$ cat src/rtl/serial_subtractor.sv
// Bit-serial subtractor: A - B - bin, LSB first, one full-subtractor cell
// with a registered borrow, wrapped in a single-entry valid/ready handshake.
module serial_subtractor #(
    parameter int WIDTH = 3
) (
    input  logic             clk,
    input  logic             rst,
    input  logic             in_valid,
    output logic             in_ready,
    input  logic [WIDTH-1:0] a,
    input  logic [WIDTH-1:0] b,
    input  logic             bin,
    output logic             out_valid,
    input  logic             out_ready,
    output logic [WIDTH-1:0] diff,
    output logic             bout,
    output logic             busy
);

    localparam int CW = $clog2(WIDTH + 1);
    localparam logic [CW-1:0] LAST = CW'(WIDTH - 1);

    typedef enum logic [1:0] {IDLE, RUN, DONE} state_t;

    state_t           state_q, state_d;
    logic [WIDTH-1:0] a_q, a_d;
    logic [WIDTH-1:0] b_q, b_d;
    logic [WIDTH-1:0] diff_q, diff_d;
    logic [CW-1:0]    cnt_q, cnt_d;
    logic             br_q, br_d;
    logic             bout_q, bout_d;
    logic             vld_q, vld_d;

    logic             x, y, d, br_next;
    logic [WIDTH-1:0] diff_shift;

    assign x       = a_q[0];
    assign y       = b_q[0];
    assign d       = x ^ y ^ br_q;
    assign br_next = (~x & y) | (~x & br_q) | (y & br_q);

    // Difference bits enter at the MSB so the LSB lands at bit 0 after WIDTH steps.
    generate
        if (WIDTH == 1) begin : g_w1
            assign diff_shift = d;
        end else begin : g_wn
            assign diff_shift = {d, diff_q[WIDTH-1:1]};
        end
    endgenerate

    always_ff @(posedge clk) begin
        if (rst) begin
            state_q <= IDLE;
            a_q     <= '0;
            b_q     <= '0;
            diff_q  <= '0;
            cnt_q   <= '0;
            br_q    <= 1'b0;
            bout_q  <= 1'b0;
            vld_q   <= 1'b0;
        end else begin
            state_q <= state_d;
            a_q     <= a_d;
            b_q     <= b_d;
            diff_q  <= diff_d;
            cnt_q   <= cnt_d;
            br_q    <= br_d;
            bout_q  <= bout_d;
            vld_q   <= vld_d;
        end
    end

    always_comb begin
        state_d = state_q;
        a_d     = a_q;
        b_d     = b_q;
        diff_d  = diff_q;
        cnt_d   = cnt_q;
        br_d    = br_q;
        bout_d  = bout_q;
        vld_d   = vld_q;
        unique case (state_q)
            IDLE: begin
                if (in_valid) begin
                    a_d     = a;
                    b_d     = b;
                    br_d    = bin;
                    cnt_d   = '0;
                    state_d = RUN;
                end
            end
            RUN: begin
                diff_d = diff_shift;
                a_d    = a_q >> 1;
                b_d    = b_q >> 1;
                br_d   = br_next;
                cnt_d  = cnt_q + CW'(1);
                if (cnt_q == LAST) begin
                    bout_d  = br_next;
                    vld_d   = 1'b1;
                    state_d = DONE;
                end
            end
            DONE: begin
                if (out_ready) begin
                    vld_d   = 1'b0;
                    state_d = IDLE;
                end
            end
            default: state_d = IDLE;
        endcase
    end

    assign in_ready  = (state_q == IDLE);
    assign busy      = (state_q != IDLE);
    assign out_valid = vld_q;
    assign diff      = diff_q;
    assign bout      = bout_q;

endmodule

$ cat config.mk
export PLATFORM = sky130hd
export DESIGN_NAME = serial_subtractor
export DESIGN_NICKNAME = d
export VERILOG_FILES = /design/src/rtl/serial_subtractor.sv
export SDC_FILE = /design/constraint.sdc
export NUM_CORES = 1
export LEC_CHECK = 0
export CORE_ASPECT_RATIO = 1.75
export CORE_UTILIZATION = 25
export CTS_BUF_LIST = sky130_fd_sc_hd__clkbuf_16
export DETAILED_ROUTE_END_ITERATION = 6
export SLEW_MARGIN = 25
export SYNTH_ARGS = -nofsm -noshare
export SYNTH_HDL_FRONTEND = slang
export SYNTH_SLANG_ARGS = --single-unit
$ cat constraint.sdc
create_clock -name clk -period 1.1 [get_ports clk]
set_input_delay 0.22 -clock clk [delete_from_list [all_inputs] [get_ports clk]]
set_output_delay 0.22 -clock clk [all_outputs]
set_load 0.02 [all_outputs]
==> impl_metrics.tcl, run 1 <==
set metrics [dict create \
    status "finished with violations" \
    violations "setup timing" \
    cp-startpoint "state_q[0]$_SDFFE_PP0P_" \
    vias_per_cell 4.94 \
    cts-buffers-inserted 3 \
    setup_viol 6 \
    io_buffers 17 \
    period_needed_ns 1.12 \
    period_share 1.02 \
    hold_viol_final 0 \
    critPathMaxFanout 3 \
    grt_max_degree 11 \
    critPathCaptureType "primary output" \
    pre_cts_ws_ns -0.380 \
    routed-via-count 712 \
    syn_inst 78 \
    rsz0062_at_grt "true" \
    rrSetupSlack_ns -0.02 \
    synthFlopType "dfxtp_1" \
    ys_seq_elements 16 \
    yosysWarnings 0 \
    cp.required_ns 0.88 \
    drive_gt1_frac 0.475 \
    syn_area_per_cell_um2 8.89 \
    postSynthNetCount 91 \
    htree_levels 1 \
    path_class "reg2out" \
    yosysTopAreaCellShare 0.462 \
    drt_iter0_markers 6 \
    clock_skew_ns 0.00290 \
    synth_area_leaders "dfxtp_1 46%, nor2_1 6.0%, a21oi_1 5.1%, o22ai_1 4.5%, a211oi_1 4.3%" \
    yosysMostFrequentCell "dfxtp_1" \
    diodes 0 \
    drt-total-wl_mm 1.84 \
    place_congestion 0.709 \
    gr-total-overflow 0 \
    synthArstFlopShare 0 \
    synth-edff-count 0 \
    start_kind "flop" \
    track_usage 0.129 \
    cpPeakStageDelay_ns 0.34 \
    wl_per_cell_um 12.8 \
    grt_pass1_wl_mm 2.93 \
    synthTopCellsByCount "16 x dfxtp_1, 11 x nor2_1, 7 x a21oi_1" \
    crit_arrival_ns 0.90 \
    crit_path_cell_trace "nor2_4 > inv_1 > buf_6" \
    rows 24 \
    ys_seq_area_frac 0.462 \
    clk_latency_ns 0.24 \
    antenna_found_initial 0 \
    antenna_left 0 \
    clock_path_buffers 2 \
    max-cap-violations 0 \
    dp_hpwl_mm 1.35 \
    clk_pin_slew_worst_paths_ns 0.05 \
    clock-sinks 16 \
    dieWidth_um 41.8 \
    area_delta_synth_final_pct 73.1 \
    hold_start "b_q[2]$_SDFFE_PP0P_" \
    grt_pass1_vias 669 \
    dieArea_um2 3000 \
    cts_tree "yes" \
    synth_cell_types 24 \
    tightestPinTransition_ns 0.260 \
    fmax_ghz 0.892 \
    slew_headroom 0.826 \
    crit_slowest_cell "dfxtp_2" \
    hold_class "reg2reg" \
    start_util 0.272 \
    ctsRootBufferMaster "clkbuf_16" \
    dr.pass1.iters 4 \
    syn_area_um2 693 \
    hold_buffers 0 \
    die-height_um 71.7 \
    core_um2 2550 \
    leakagePower_nw 0.499 \
    synth_top_area_cell "dfxtp_1" \
    holdWs_ns 0.492 \
    ir_drop_uv 681 \
    fin_nets 133 \
    layout_setup_ws_ns -0.0211 \
    ios 18 \
    drc_errors 0 \
    r2r-start "state_q[1]$_SDFFE_PP0P_" \
    power_density_nw_per_um2 1400 \
    maxSlewViolCount 0 \
]
sequential cells by signal, summed over array words and instances, names as in the netlist:
name / count
out_valid: 1
br_q: 1
state_q: 2
cnt_q: 2
diff: 3
a_q: 3
b_q: 3
bout: 1
cell usage in the layout (no fill, tap or decap), drive strengths merged, types with 4 or more instances in the layout:
cell           Yosys  final
clkbuf             1      7
dfxtp             16     16
a211oi             4      4
clkdlybuf4s50      0      9
nand2              6      6
buf                3     26
o22ai              5      5
a21oi              7      7
inv                7      7
nor2              11     11
cells by family after synthesis:
group,synth area share
buf+inv,0.0650
fa+ha+maj,0.0469
mux,0.0144
flops,0.462
simple gates,0.157
compound gates,0.255
repair_timing:
| item | CTS | global route |
|---|---|---|
| buffers inserted | 1 | 0 |
| setup endpoints to repair | 22 | 21 |
| resized for setup | 37 | 12 |
| gates cloned | 0 | 1 |
| pin swaps | 9 | 6 |
final timing paths:
kind                               to  cells after the start
setup / recovery                 busy                      3
hold reg to reg   b_q[2]$_SDFFE_PP0P_                      2
hold / removal    b_q[2]$_SDFFE_PP0P_                      2
setup reg to reg  b_q[1]$_SDFFE_PP0P_                      4
power breakdown:
| group | total (W) | switching, W | internal (W) |
|---|---|---|---|
| clock network | 0.000698 | 0.000221 | 0.000477 |
| registers | 0.000644 | 0.0000260 | 0.000618 |
| logic | 0.000334 | 0.000151 | 0.000184 |
| total | 0.00168 | 0.000397 | 0.00128 |
per-stage QoR:
stage / instances / util / setup TNS, ns / power (W) / instance area (µm²)
2_1_floorplan: 78 / - / -0.0203 / 0.000794 / 701
3_3_place_gp: 139 / 0.411 / -3.04 / 0.000947 / 1050
3_5_place_dp: 139 / 0.411 / -3.50 / 0.000956 / 1050
4_1_cts: 143 / 0.462 / -0.0746 / 0.00167 / 1180
5_1_grt: 144 / 0.470 / -0.408 / 0.00175 / 1200
6_report: 144 / 0.470 / -0.0646 / 0.00168 / 1200
critical path, delay by kind of cell (launching register included):
family / cells / cell delay, ns
buffers and inverters: 2 / 0.18
DFF: 1 / 0.34
and+or+nand+nor: 1 / 0.13
area by class of cell:
cell class / instances / area [µm²]
Tap cell: 26 / 32.5
Sequential cell: 16 / 327
Fill cell: 235 / 1350
Timing Repair Buffer: 41 / 339
Clock buffer: 3 / 75.1
Multi-Input combinational cell: 51 / 400
Inverter: 7 / 26.3
per-layer routing:
layer,part of all wire,up-vias,track usage
li1,-,359,-
met5,0,-,0
met1,0.40,334,0.135
met2,0.55,15,0.234
met3,0.030,4,0.0227
met4,0.019,0,0.0753
Note: power is estimated with default switching activity, not from simulation.
==> inputs of run 2 (changes only) <==
--- a/config.mk
+++ b/config.mk
@@ -5,6 +5,7 @@
 export SDC_FILE = /design/constraint.sdc
 export NUM_CORES = 1
 export LEC_CHECK = 0
+export CAP_MARGIN = 20
 export CORE_ASPECT_RATIO = 1.75
 export CORE_UTILIZATION = 25
 export CTS_BUF_LIST = sky130_fd_sc_hd__clkbuf_16
==> constraint.sdc (replaced) <==
create_clock -name clk -period 1.3 [get_ports clk]
set_input_delay 0.26 -clock clk [delete_from_list [all_inputs] [get_ports clk]]
set_output_delay 0.26 -clock clk [all_outputs]
set_load 0.02 [all_outputs]
==> run 2 against run 1 <==
  * First-iteration DRC count rose to 2.5 times the previous value
  * Clock power is 15% lower
  * The flow now finishes without violations
  * Highest routed layer unchanged
  * Critical path type is now reg2reg
  * Critical path depth up 1
==> impl_metrics.tcl, run 2 (same netlist as run 1, synthesis figures left out) <==
set metrics [dict create \
    status "finished, final reports clean" \
    ir_drop_uv 618 \
    crit_slowest_cell "a2111oi_2" \
    cpPeakStageDelay_ns 0.35 \
    fmax_ghz 0.839 \
    clk_pin_slew_worst_paths_ns 0.05 \
    leakagePower_nw 0.434 \
    dieArea_um2 3000 \
    mostFrequentLayoutCell "dfxtp_1" \
    clock_path_buffers 2 \
    gr-total-overflow 0 \
    track_usage 0.117 \
    drt-total-wl_mm 1.61 \
    rsz0062_at_grt "false" \
    ctsRootBufferMaster "clkbuf_16" \
    start_util 0.272 \
    place_congestion 0.739 \
    max-cap-violations 0 \
    core_um2 2550 \
    area_delta_synth_final_pct 48.0 \
    grt_max_degree 11 \
    cp.required_ns 1.44 \
    utilization 0.402 \
    ios 18 \
    io_buffers 17 \
    drive_gt1_frac 0.208 \
    period_needed_ns 1.19 \
    critPathCaptureType "flop" \
    clock-sinks 16 \
    critPathMaxFanout 8 \
    path_buf_inv 1 \
    dr.pass1.iters 4 \
    maxSlewViolCount 0 \
    dieWidth_um 41.8 \
    hold_class "reg2reg" \
    cpLargestDelayFamily "compound AO/OA/AOI/OAI gates" \
    setup_tns_ns 0 \
    tightestPinTransition_ns 0.257 \
    drt_iter0_markers 15 \
    setup_viol 0 \
    htree_levels 1 \
    layout_common_cells "16 x dfxtp_1, 11 x buf_4, 10 x nor2_1, 9 x clkdlybuf4s50_1, 7 x a21oi_1" \
    antenna_left 0 \
    fillers 247 \
    die-height_um 71.7 \
    rr_worst_depth 4 \
    vias_per_cell 4.85 \
    cts-buffers-inserted 3 \
    crit_path_cell_trace "buf_4 > or2b_1 > o22ai_1 > a2111oi_2" \
    drc_errors 0 \
    dp_hpwl_mm 1.24 \
    path_class "reg2reg" \
    rows 24 \
    cp.depth 4 \
    period_share 0.917 \
    clk_latency_ns 0.24 \
    routed-via-count 640 \
    antenna_found_initial 0 \
    grt_pass1_wl_mm 2.68 \
    hold_depth 2 \
    power_density_nw_per_um2 1320 \
    cts_tree "yes" \
    hold_viol_final 0 \
    fin_nets 120 \
    grt_pass1_vias 652 \
    slew_headroom 0.829 \
    clock_skew_ns 0.00192 \
    start_kind "flop" \
    wl_per_cell_um 12.2 \
    crit_arrival_ns 1.33 \
    diodes 0 \
    total_power_w 0.00135 \
]
## run 2: cell types whose count changed in the layout (fill, tap and decap cells not counted), sizes merged
cell	delta
clkbuf	-4
buf	-13
clkdlybuf4s15	-1
clkinv	+1
dlygate4sd2	+5
## run 2: timing repair
action / CTS / global route
cloned: 0 / 0
setup endpoints to repair: 8 / 2
pin swaps: 1 / 1
hold buffers: 0 / 0
buffers inserted: 1 / 0
resized for setup: 12 / 3
## run 2: path summary, 6_finish.rpt
path / start / to / slack [ns]
setup / recovery: state_q[1]$_SDFFE_PP0P_ / b_q[1]$_SDFFE_PP0P_ / 0.11
hold / removal: diff[0]$_SDFFE_PP0N_ / diff[0]$_SDFFE_PP0N_ / 0.45
setup reg to reg: state_q[1]$_SDFFE_PP0P_ / b_q[1]$_SDFFE_PP0P_ / 0.11
hold reg to reg: diff[0]$_SDFFE_PP0N_ / diff[0]$_SDFFE_PP0N_ / 0.45
## run 2: routing by layer
metal  track usage  part of all wire  vias up
met3        0.0277             0.030        2
met5             0                 0        -
met1         0.115              0.41      294
met2         0.214              0.54       12
li1              -                 -      332
met4        0.0753             0.015        0
## run 2: power by group
| part | switching (W) | internal (W) |
|---|---|---|
| logic | 0.000102 | 0.000113 |
| clock network | 0.000186 | 0.000408 |
| registers | 0.0000222 | 0.000523 |
| total | 0.000311 | 0.00104 |
## run 2: through the flow
stage	worst slack, ns	std cells	cell area, µm²	hold WS (ns)
floorplan	0.118	78	696	0.329
global placement	-0.178	127	955	0.446
detailed placement	-0.253	127	955	0.445
CTS	0.0164	132	1040	0.450
global route	0.0105	132	1030	0.470
finish	0.108	132	1030	0.447
## run 2: worst register-to-register path, delay by kind of cell (launching register included)
family,cells,cell delay (ns)
and+or+nand+nor,1,0.14
buffers and inverters,1,0.16
DFF,1,0.34
AOI/OAI and AO/OA,2,0.44
## run 2: area by class of cell
type	count	area, µm²	share of cell area
inverter	7	26.3	0.0256
clock buffer	3	75.1	0.0732
multi-input combinational	51	333	0.324
timing repair buffer	28	235	0.229
clock inverter	1	3.75	0.00366
tap	26	32.5	0.0317
sequential	16	320	0.312
==> inputs of run 3 (changes only) <==
--- a/config.mk
+++ b/config.mk
@@ -7,6 +7,7 @@
 export LEC_CHECK = 0
 export CAP_MARGIN = 20
 export CORE_ASPECT_RATIO = 1.75
+export CORE_MARGIN = 2
 export CORE_UTILIZATION = 25
 export CTS_BUF_LIST = sky130_fd_sc_hd__clkbuf_16
 export DETAILED_ROUTE_END_ITERATION = 6
==> run 3 against run 2 <==
  * Critical path depth down 1
  * Global-route usage up 0.30 points
  * Largest cell class unchanged
  * Design area unchanged
  * Sequential power about the same
  * Clock skew up 0.00083 ns
  * Cell count down 0.76%
  * First-iteration DRC count down 40%
  * Hold slack better by 0.013 ns
  * Sequential cell count unchanged
  * Non-clock buffer count down 2
  * Sequential share of layout area unchanged
==> impl_metrics.tcl, run 3 (same netlist as run 1, synthesis figures left out) <==
set metrics [dict create \
    path_buf_inv 2 \
    grt_max_degree 11 \
    pre_cts_ws_ns -0.146 \
    hold_class "reg2reg" \
    cpPeakStageDelay_ns 0.31 \
    slew_headroom 0.836 \
    place_congestion 0.752 \
    clock-sinks 16 \
    cts-buffers-inserted 3 \
    status "finished, final reports clean" \
    period_needed_ns 1.25 \
    dieArea_um2 3230 \
    io_buffers 17 \
    maxSlewViolCount 0 \
    core_um2 2660 \
    start_util 0.261 \
    area_delta_synth_final_pct 48.0 \
    crit_slowest_cell "dfxtp_1" \
    clock_skew_ns 0.00276 \
    ir_drop_uv 787 \
    vias_per_cell 4.93 \
    track_usage 0.120 \
    tightestPinTransition_ns 0.245 \
    grt_pass1_wl_mm 2.81 \
    critPathCaptureType "primary output" \
    post_cts_buffers 0 \
    dr.pass1.iters 4 \
    clk_latency_ns 0.24 \
    period_share 0.965 \
    clk_pin_slew_worst_paths_ns 0.05 \
    crit_path_cell_trace "nor2_2 > inv_1 > clkdlybuf4s15_2" \
    max-cap-violations 0 \
    cts_tree "yes" \
    hold_viol_final 0 \
    drive_gt1_frac 0.192 \
    power_density_nw_per_um2 1310 \
    crit_arrival_ns 0.99 \
    wl_per_cell_um 12.9 \
    layout_common_cells "16 x dfxtp_1, 10 x nor2_1, 10 x clkdlybuf4s50_1, 9 x buf_4, 7 x a21oi_1" \
    holdWs_ns 0.461 \
    setup_tns_ns 0 \
    path_class "reg2out" \
    start_kind "flop" \
    ios 18 \
    drt-total-wl_mm 1.69 \
    dp_cells 127 \
    layout_setup_ws_ns 0.0455 \
    leakagePower_nw 0.424 \
    hold_buffers 0 \
    die-height_um 73.7 \
    mostFrequentLayoutCell "dfxtp_1" \
    cp.required_ns 1.04 \
    fmax_ghz 0.797 \
    layoutNonFillerInstCount 131 \
    routed-via-count 646 \
    critPathMaxFanout 3 \
    htree_levels 1 \
    setup_viol 0 \
    cpLargestDelayFamily "flip-flops" \
    clock_path_buffers 2 \
    drt_iter0_markers 9 \
    rows 25 \
    antenna_left 0 \
    grt_pass1_vias 674 \
    gr-total-overflow 0 \
    diodes 0 \
    dieWidth_um 43.8 \
    ctsRootBufferMaster "clkbuf_16" \
    antenna_found_initial 0 \
    rsz0062_at_grt "false" \
    fin_nets 118 \
    utilization 0.386 \
    drc_errors 0 \
    dp_hpwl_mm 1.35 \
]
==> run 3: cell count changes in the layout (fill, tap and decap cells not counted), sizes merged <==
cell / previous run / this run
clkdlybuf4s50: 9 / 10
clkdlybuf4s15: 0 / 2
buf: 13 / 9
dlygate4sd2: 6 / 5
==> run 3: through the flow <==
stage / area (µm²) / power [W]
final: 1030 / 0.00135
after CTS: 1020 / 0.00136
after global routing: 1030 / 0.00142
after floorplan: 696 / 0.000670
after global placement: 948 / 0.000772
after detailed placement: 948 / 0.000777
==> run 3: worst min-delay path: cells and delay by family, from the launching register on <==
| kind | cells | cell delay, ns |
|---|---|---|
| DFF | 1 | 0.30 |
| and+or+nand+nor | 1 | 0.05 |
| AOI/OAI and AO/OA | 1 | 0.06 |
==> run 3: path summary, 6_finish.rpt <==
path,startpoint,end,slack [ns],cells past startpoint
hold / removal,diff[0]$_SDFFE_PP0N_,diff[0]$_SDFFE_PP0N_,0.46,2
hold reg to reg,diff[0]$_SDFFE_PP0N_,diff[0]$_SDFFE_PP0N_,0.46,2
setup reg to reg,state_q[1]$_SDFFE_PP0P_,b_q[1]$_SDFFE_PP0P_,0.11,4
setup / recovery,state_q[0]$_SDFFE_PP0P_,busy,0.05,3
==> run 3: final cells by class <==
class	count	area (µm²)
Clock buffer	3	75.1
Clock inverter	1	3.75
Fill cell	261	1630
Inverter	7	26.3
Multi-Input combinational cell	51	333
Sequential cell	16	320
Tap cell	27	33.8
Timing Repair Buffer	26	234
==> run 3: timing repair <==
item	in CTS	in global routing
resized for setup	11	1
hold endpoints to repair	0	0
setup endpoints to repair	7	4
pin swaps	0	1
==> run 3: layer usage <==
metal,track usage,share of wire
met1,0.111,0.38
met2,0.230,0.58
met3,0.0221,0.029
met4,0.0707,0.011
met5,0,0
==> run 3: report_power, final <==
group	internal [W]	switching (W)	leakage (nW)
logic	0.000112	0.000102	0.254
registers	0.000524	0.0000239	0.131
clock network	0.000407	0.000177	0.0385
total	0.00104	0.000302	0.424
